`src/rtl/jt900h_pkg.sv`:
```
// Shared constants for the jt900h interrupt controller: register offsets,
// source/level sizing and STAT field positions.
package jt900h_pkg;

    localparam int NSRC = 8;
    localparam int LVW  = 3;

    localparam logic [2:0] REG_PEND  = 3'd0;
    localparam logic [2:0] REG_MODE  = 3'd1;
    localparam logic [2:0] REG_PRIO0 = 3'd2;
    localparam logic [2:0] REG_PRIO1 = 3'd3;
    localparam logic [2:0] REG_STAT  = 3'd4;

    localparam int STAT_LEV_LSB = 0;
    localparam int STAT_IDX_LSB = 4;
    localparam int STAT_ANY_BIT = 7;

    // Spread four 3-bit levels into the nibble-aligned PRIOx read layout
    function automatic logic [15:0] pack_prio(input logic [4*LVW-1:0] lev4);
        pack_prio = {1'b0, lev4[11:9], 1'b0, lev4[8:6], 1'b0, lev4[5:3], 1'b0, lev4[2:0]};
    endfunction

endpackage

```
`src/rtl/jt900h_intctl_prio.sv`:
```
// Combinational 8-way priority arbiter: highest nonzero level among pending
// sources wins, ties resolved towards the lowest source index.
module jt900h_intctl_prio
    import jt900h_pkg::*;
(
    input  logic [NSRC-1:0]     pend,
    input  logic [NSRC*LVW-1:0] levels,
    output logic [LVW-1:0]      win_lev,
    output logic [2:0]          win_idx,
    output logic                any
);

    // Strict greater-than keeps the earlier (lower) index on ties and never lets level 0 win
    always_comb begin
        win_lev = 3'd0;
        win_idx = 3'd0;
        for (int i = 0; i < NSRC; i++) begin
            if (pend[i] && (levels[i*LVW +: LVW] > win_lev)) begin
                win_lev = levels[i*LVW +: LVW];
                win_idx = 3'(i);
            end else begin
                win_idx = win_idx;
            end
        end
        any = (win_lev != 3'd0);
    end

endmodule

```
`src/rtl/jt900h_intctl.sv`:
```
// Programmable 8-source interrupt controller feeding the jt900h intrq input:
// register decode, pending/edge logic and the registered interrupt level.
module jt900h_intctl
    import jt900h_pkg::*;
#(
    parameter logic [23:0] BASE = 24'h000080
) (
    input  logic        clk,
    input  logic        rst,
    input  logic        cen,
    input  logic [7:0]  irq_src,
    input  logic [23:0] bus_addr,
    input  logic [15:0] bus_din,
    input  logic [1:0]  bus_we,
    output logic [15:0] bus_dout,
    output logic        bus_hit,
    output logic [2:0]  intrq
);

    logic [NSRC-1:0]     pend_r;
    logic [NSRC-1:0]     mode_r;
    logic [NSRC-1:0]     prev_r;
    logic [NSRC*LVW-1:0] lev_r;
    logic [2:0]          intrq_r;

    logic [NSRC-1:0]     pend_nxt_s;
    logic [NSRC-1:0]     mode_nxt_s;
    logic [NSRC*LVW-1:0] lev_nxt_s;
    logic [NSRC-1:0]     clr_s;
    logic [2:0]          reg_s;
    logic [LVW-1:0]      win_lev_s;
    logic [2:0]          win_idx_s;
    logic                win_any_s;
    logic [15:0]         rd_s;
    logic                unused_s;

    assign bus_hit  = (bus_addr[23:4] == BASE[23:4]);
    assign reg_s    = bus_addr[3:1];
    assign intrq    = intrq_r;
    assign unused_s = ^{bus_addr[0], bus_din[15], bus_din[11]};

    jt900h_intctl_prio u_prio (
        .pend    (pend_r),
        .levels  (lev_r),
        .win_lev (win_lev_s),
        .win_idx (win_idx_s),
        .any     (win_any_s)
    );

    // Register write decode and next-state of the pending vector
    always_comb begin
        mode_nxt_s = mode_r;
        lev_nxt_s  = lev_r;
        clr_s      = 8'h00;
        if (cen && bus_hit) begin
            case (reg_s)
                REG_PEND:  clr_s      = bus_we[0] ? bus_din[7:0] : 8'h00;
                REG_MODE:  mode_nxt_s = bus_we[0] ? bus_din[7:0] : mode_r;
                REG_PRIO0: begin
                    for (int j = 0; j < 4; j++) begin
                        lev_nxt_s[j*LVW +: LVW] = bus_we[j/2] ? bus_din[j*4 +: LVW] : lev_r[j*LVW +: LVW];
                    end
                end
                REG_PRIO1: begin
                    for (int j = 0; j < 4; j++) begin
                        lev_nxt_s[(j+4)*LVW +: LVW] = bus_we[j/2] ? bus_din[j*4 +: LVW] : lev_r[(j+4)*LVW +: LVW];
                    end
                end
                default: clr_s = 8'h00;
            endcase
        end else begin
            clr_s = 8'h00;
        end
        // The mode being written this cycle already governs pending, so a switch to level follows the source at once
        pend_nxt_s = (mode_nxt_s & ((pend_r & ~clr_s) | (irq_src & ~prev_r)))
                   | (~mode_nxt_s & irq_src);
    end

    // Controller state; everything freezes while cen is low
    always_ff @(posedge clk) begin
        if (rst) begin
            pend_r  <= 8'h00;
            mode_r  <= 8'h00;
            prev_r  <= 8'h00;
            lev_r   <= 24'h000000;
            intrq_r <= 3'd0;
        end else if (cen) begin
            pend_r  <= pend_nxt_s;
            mode_r  <= mode_nxt_s;
            prev_r  <= irq_src;
            lev_r   <= lev_nxt_s;
            intrq_r <= win_lev_s;
        end
    end

    // Combinational register read mux
    always_comb begin
        rd_s = 16'h0000;
        case (reg_s)
            REG_PEND:  rd_s = {8'h00, pend_r};
            REG_MODE:  rd_s = {8'h00, mode_r};
            REG_PRIO0: rd_s = pack_prio(lev_r[11:0]);
            REG_PRIO1: rd_s = pack_prio(lev_r[23:12]);
            REG_STAT: begin
                rd_s[STAT_LEV_LSB +: 3] = intrq_r;
                rd_s[STAT_IDX_LSB +: 3] = win_idx_s;
                rd_s[STAT_ANY_BIT]      = win_any_s;
            end
            default: rd_s = 16'h0000;
        endcase
        bus_dout = bus_hit ? rd_s : 16'h0000;
    end

endmodule
```
`config.mk`:
```
export PLATFORM = sky130hd
export DESIGN_NAME = jt900h_intctl
export DESIGN_NICKNAME = d
export VERILOG_FILES = /design/src/rtl/jt900h_pkg.sv /design/src/rtl/jt900h_intctl_prio.sv /design/src/rtl/jt900h_intctl.sv
export SDC_FILE = /design/constraint.sdc
export NUM_CORES = 1
export LEC_CHECK = 0
export BUFFER_PORTS_ARGS = -buffer_cell sky130_fd_sc_hd__buf_2
export CAP_MARGIN = 20
export CORE_UTILIZATION = 25
export CTS_BUF_LIST = sky130_fd_sc_hd__clkbuf_8
export DETAILED_ROUTE_END_ITERATION = 12
export PLACE_DENSITY_LB_ADDON = 0.08
export SLEW_MARGIN = 20
export SYNTH_ARGS = -nofsm -noshare
export SYNTH_HDL_FRONTEND = slang
export SYNTH_SLANG_ARGS = --single-unit
```
`constraint.sdc`:
```
create_clock -name clk -period 14.7 [get_ports clk]
set_clock_uncertainty 0.2 [all_clocks]
set_input_delay 1.47 -clock clk [delete_from_list [all_inputs] [get_ports clk]]
set_output_delay 1.47 -clock clk [all_outputs]
set_load 0.01 [all_outputs]
```
Word level (Yosys, flattened, before mapping)

Index checks and enable logic that the tools add are counted.

Output and inout port bits: 20
Bits of input ports: 53
Register bits after elaboration: 51
Word-level logic and storage cells: 71

Magnitude comparators: 8
Muxes and demuxes: 26
Equality and inequality tests: 5
Reductions and logical operators: 15
Bitwise operators: 9

Operators by type and width:

| kind                                                                            | count |
|---|---|
| 8-bit two-way mux                                                               | 6 |
| 3-bit two-way mux                                                               | 12 |
| 8-bit AND                                                                       | 4 |
| 8-bit NOT                                                                       | 3 |
| 3-bit greater-than comparator                                                   | 7 |
| 20-bit by 4-bit == test with 1-bit output, second input constant                | 1 |
| 4-bit one-hot mux with 5 select lines                                           | 1 |
| 16-bit two-way mux                                                              | 1 |
| 8-bit bitwise OR                                                                | 2 |
| 4-bit AND reduction                                                             | 4 |
| 3-bit one-hot mux with 5 select lines                                           | 1 |
| 7-bit one-hot mux with 2 select lines                                           | 1 |
| 1-bit logical AND                                                               | 9 |
| 3-bit by 2-bit == test with 1-bit output, second input constant                 | 2 |
| 2-bit two-way mux                                                               | 2 |
| 3-bit by 1-bit == test with 1-bit output, second input constant                 | 1 |
| 3-bit == test, second input constant                                            | 1 |
| 3-bit by 1-bit greater-than comparator with 1-bit output, second input constant | 1 |
| 3-bit zero test                                                                 | 1 |
| 3-bit nonzero test                                                              | 1 |
| 1-bit one-hot mux with 2 select lines                                           | 1 |
| 1-bit two-way mux                                                               | 1 |

Depth between registers and ports, before layout

Depth in word-level cells: 27
Gate-level depth with buffers: 43
Mapped depth without buffers: 43

Cells and area by module

A second synthesis with hierarchy kept.

Cell total of the unflattened synthesis: 462
Area total of the unflattened synthesis: 3857.4 sq um

By module, submodules not included:

| module             | cells each | area each (sq um) | times used | seq. area each (sq um) |
|---|---|---|---|---|
| jt900h_intctl      | 321        | 2831.5            | 1          | 1021.0 |
| jt900h_intctl_prio | 141        | 1026.0            | 1          | 0.0 |

Least setup slack after synthesis

OpenSTA, ideal clock, no wires.

Path kind: reg2out
Start: reg pend_r[0]
End: out bus_dout[7]
Data required time: 13.030 ns
Buffers on the path: 0
Setup slack: 3.982 ns
Data arrival time: 9.048 ns
Cell stages (with the launch flop): 42
Cell sequence: dfxtp_1 nand2_1 ha_1 nand2b_4 a2111oi_4 mux2_2 ha_1 nor2_1 a22oi_1 a21oi_1 mux2_4 ha_1 nor3b_1 a21oi_1 o32ai_1 a41oi_2 mux2_4 ha_1 [6 not listed] or2_2 o2111ai_1 nand3_2 nor2b_1 o21bai_4 ha_1 nand3_1 nand2_1 a21oi_1 mux2_2 ha_1 nand3_1 nand2_1 a21oi_1 and3b_1 a221o_1 nor3b_1 a211oi_1

Word-level cells in the longest chain between the ends: 26

RTL lines:

| what                                    | RTL line                 | RTL |
|---|---|---|
| from (decl)                             | jt900h_intctl.sv:20      | `logic [NSRC-1:0] pend_r;` |
| from (signal assigned)                  | jt900h_intctl.sv:88      | `pend_r <= pend_nxt_s;` |
| 1-bit logical AND *                     | jt900h_intctl_prio.sv:18 | `if (pend[i] && (levels[i*LVW +: LVW] > win_lev)) begin` |
| 3-bit two-way mux *                     | jt900h_intctl_prio.sv:18 |  |
| 3-bit greater-than comparator           | jt900h_intctl_prio.sv:18 |  |
| 1-bit logical AND                       | jt900h_intctl_prio.sv:18 |  |
| 3-bit two-way mux *                     | jt900h_intctl_prio.sv:18 |  |
| 3-bit greater-than comparator           | jt900h_intctl_prio.sv:18 |  |
| 1-bit logical AND                       | jt900h_intctl_prio.sv:18 |  |
| 3-bit two-way mux *                     | jt900h_intctl_prio.sv:18 |  |
| [10 not listed]                         | --                       |  |
| 1-bit logical AND                       | jt900h_intctl_prio.sv:18 |  |
| 3-bit two-way mux *                     | jt900h_intctl_prio.sv:18 |  |
| 3-bit greater-than comparator           | jt900h_intctl_prio.sv:18 |  |
| 1-bit logical AND                       | jt900h_intctl_prio.sv:18 |  |
| 3-bit two-way mux *                     | jt900h_intctl_prio.sv:18 |  |
| 3-bit nonzero test *                    | jt900h_intctl_prio.sv:25 | `any = (win_lev != 3'd0);` |
| 4-bit one-hot mux with 5 select lines * | jt900h_intctl.sv:99      | `case (reg_s)` |
| 16-bit two-way mux *                    | jt900h_intctl.sv:111     | `bus_dout = bus_hit ? rd_s : 16'h0000;` |
| to (decl)                               | jt900h_intctl.sv:15      | `output logic [15:0] bus_dout,` |

Mark *: on every way between the ends. The rest lies on a longest branch, timed or not.

Worst setup path after layout

Ends and elaborated chain as after synthesis.

==> run metrics <==
gr ovfl total 0; CP endpoint kind output port; WL/cell 15.6 um; Worst-path clk slew 0.11 ns; Final Hold Fails 0; Sw Ratio 0.275; io pins 73; slowest stage cell, crit path o31ai_1; Synth Instances 406; first-pass GRT wire length 15.9 mm; Synth Warn # 0; P_sw 0.0000705 W; PortBufs 67; DR DRC count 0; gpl congestion 0.795; dpl cells 626; Max Slew Vio Count 0; leakage power total 1.58 nW; Synth area leaders dfxtp_1 31%, mux2i_1 17%, nor2_1 7.6%; vias 3055; max-cap violations 0; initial antenna violation count 0; NumNets Final 527; setup tns final 0 ns; DP HPWL 7.71 mm; CP delay by family, top compound AO/OA/AOI/OAI gates; Diodes inserted 0; initial core utilization 0.260; number of synthesized flops with an enable pin 0; die footprint 13800 um^2; max_slew headroom 0.294; Total Routing Usage GR 0.154; status complete, no violations; Worst Hold Class register to register; CTS resizes 0; Buf/Inv on CP 2; CTS Root Buffer Type clkbuf_8; CP Launch Type register; Synth top area share 0.307; chip width 117 um; vias in the first global route 2928; CTS Sinks 51; post-route setup slack 2.11 ns; Gate power share 0.093; Max rail drop VDD 0.0387 mV; ANT nets after route 0; post-synth top area cell dfxtp_1; # setup viols final 0; Detailed Routing Iterations Pass 1 4; CP required 13.03 ns; Post-Layout Cell Count 634; power share of the clock group 0.346; Routed WL 9.86 mm; critical path's largest stage delay 0.51 ns; hold_ws 0.301 ns; FFs w/ async S/R, synth 0; die height 117 um; H-tree levels 2; Post-synth top flop dfxtp_1; num rows 41; Worst path most repeated cell ha_1; fmax 0.0794 GHz; register area share after synthesis 0.307; layout cell share with drive strength beyond 1 0.201; mapped cell area 3320 um^2; CTS max path bufs 2; CTS tree yes; share of power burned in registers 0.561; RSZ-0062 raised after global routing no; Worst Tran Pin Value 1.06 ns; pwr/cell area 65.8 nW/um^2; worst-path maximum fanout 8; setup bufs post-CTS 0; flop and latch count out of synthesis 51; final core occ 0.305; 1st-iter DRT viols 131; crit path kind register to output port; Period Utilization, post-route 0.856; min Tclk post-route 12.59 ns; crit path DAT 10.92 ns; Internal 0.000186 W; library cells used by synthesis 53; CTS Hold Bufs 0; Vias/cell 4.82; Core Box Area 12800 um^2; Post-Place Worst Slack 2.53 ns; Synth-to-Final Area Change 17.2%; Worst-Skew Late Latency 0.32 ns; synthesized area per cell 8.18 um^2; largest net degree at the start of global routing 52; cts bufs inserted 5
==> worst paths after layout <==
kind	start	depth (start not counted)	slack, ns	end
max	pend_r[0]	42	2.11	bus_dout[7]
min	prev_r[6]	2	0.30	prev_r[6]
max reg2reg	pend_r[0]	41	4.01	intrq[1]
min reg2reg	prev_r[6]	2	0.30	prev_r[6]
==> kinds of logic after synthesis <==
kind of cell               Yosys count  share of synthesized area
AOI/OAI and AO/OA                   93                      0.182
other                                1                    0.00113
DFF                                 51                      0.307
adders and majority gates           13                     0.0490
buffers and inverters               48                     0.0565
muxes                               64                      0.208
and+or+nand+nor                    136                      0.195
==> flip-flops by register name (all words and copies together), names as in the netlist <==
| signal | flops |
|---|---|
| mode_r | 8 |
| pend_r | 8 |
| prev_r | 8 |
| lev_r | 24 |
| intrq | 3 |
==> through the flow <==
step	area [um^2]	total power [W]
finish	3890	0.000256
global route	3890	0.000270
CTS	3890	0.000262
detailed placement	3800	0.000171
global placement	3800	0.000171
floorplan	3330	0.000159
==> cells in the final DEF, fill, tap and decap left out, drive strengths merged, types with 4 or more instances in the layout <==
cell type / n
buf: 69
nor2: 67
nor2b: 6
ha: 13
nor3b: 6
mux2: 5
o211ai: 9
dfxtp: 51
inv: 28
a21oi: 32
mux2i: 56
a31oi: 4
clkbuf: 5
nand3: 9
nor4: 5
nand2: 23
nand2b: 4
o21ai: 27
==> worst min-delay path, cell delays in order, from the launching register on <==
cell     delay [ns]
dfxtp_1        0.34
mux2i_1        0.06
nor2_1         0.07
==> area by class of cell <==
cell class	instances	area [um^2]
Fill cell	1425	8880
Inverter	26	97.6
Timing Repair Buffer	69	350
Clock buffer	5	68.8
Sequential cell	51	1020
Multi-Input combinational cell	308	2120
Tap cell	172	215
Clock inverter	3	22.5
==> cell usage after synthesis (all sizes together), types with 2 or more instances <==
cell type / n
clkbuf: 18
a21o: 2
dfxtp: 51
o211ai: 9
inv: 26
mux2: 5
ha: 13
nor3: 2
a31oi: 4
nor3b: 6
nor2b: 6
and4: 2
o21bai: 2
o21ai: 27
nor4b: 3
buf: 4
a221oi: 3
mux2i: 56
nor4: 5
a21oi: 32
nand2b: 4
mux4: 3
or3: 2
nand3: 9
a211oi: 3
nand2: 23
nor2: 67
==> power groups by stage <==
stage	Combinational [W]	Clock (W)	Sequential, W
after global routing	0.0000267	0.0000992	0.000144
after CTS	0.0000241	0.0000939	0.000144
after detailed placement	0.0000241	0	0.000147
after floorplan	0.0000136	0	0.000146
after global placement	0.0000239	0	0.000147
final	0.0000238	0.0000886	0.000144
==> metal layers <==
metal / vias to the layer above / track usage / routed length (um)
met5: - / 0 / 0
li1: 1547 / - / -
met1: 1426 / 0.212 / 4910
met4: 0 / 0.0447 / 219
met3: 11 / 0.0278 / 330
met2: 71 / 0.245 / 4400
Power figures use the tool's default switching activity.
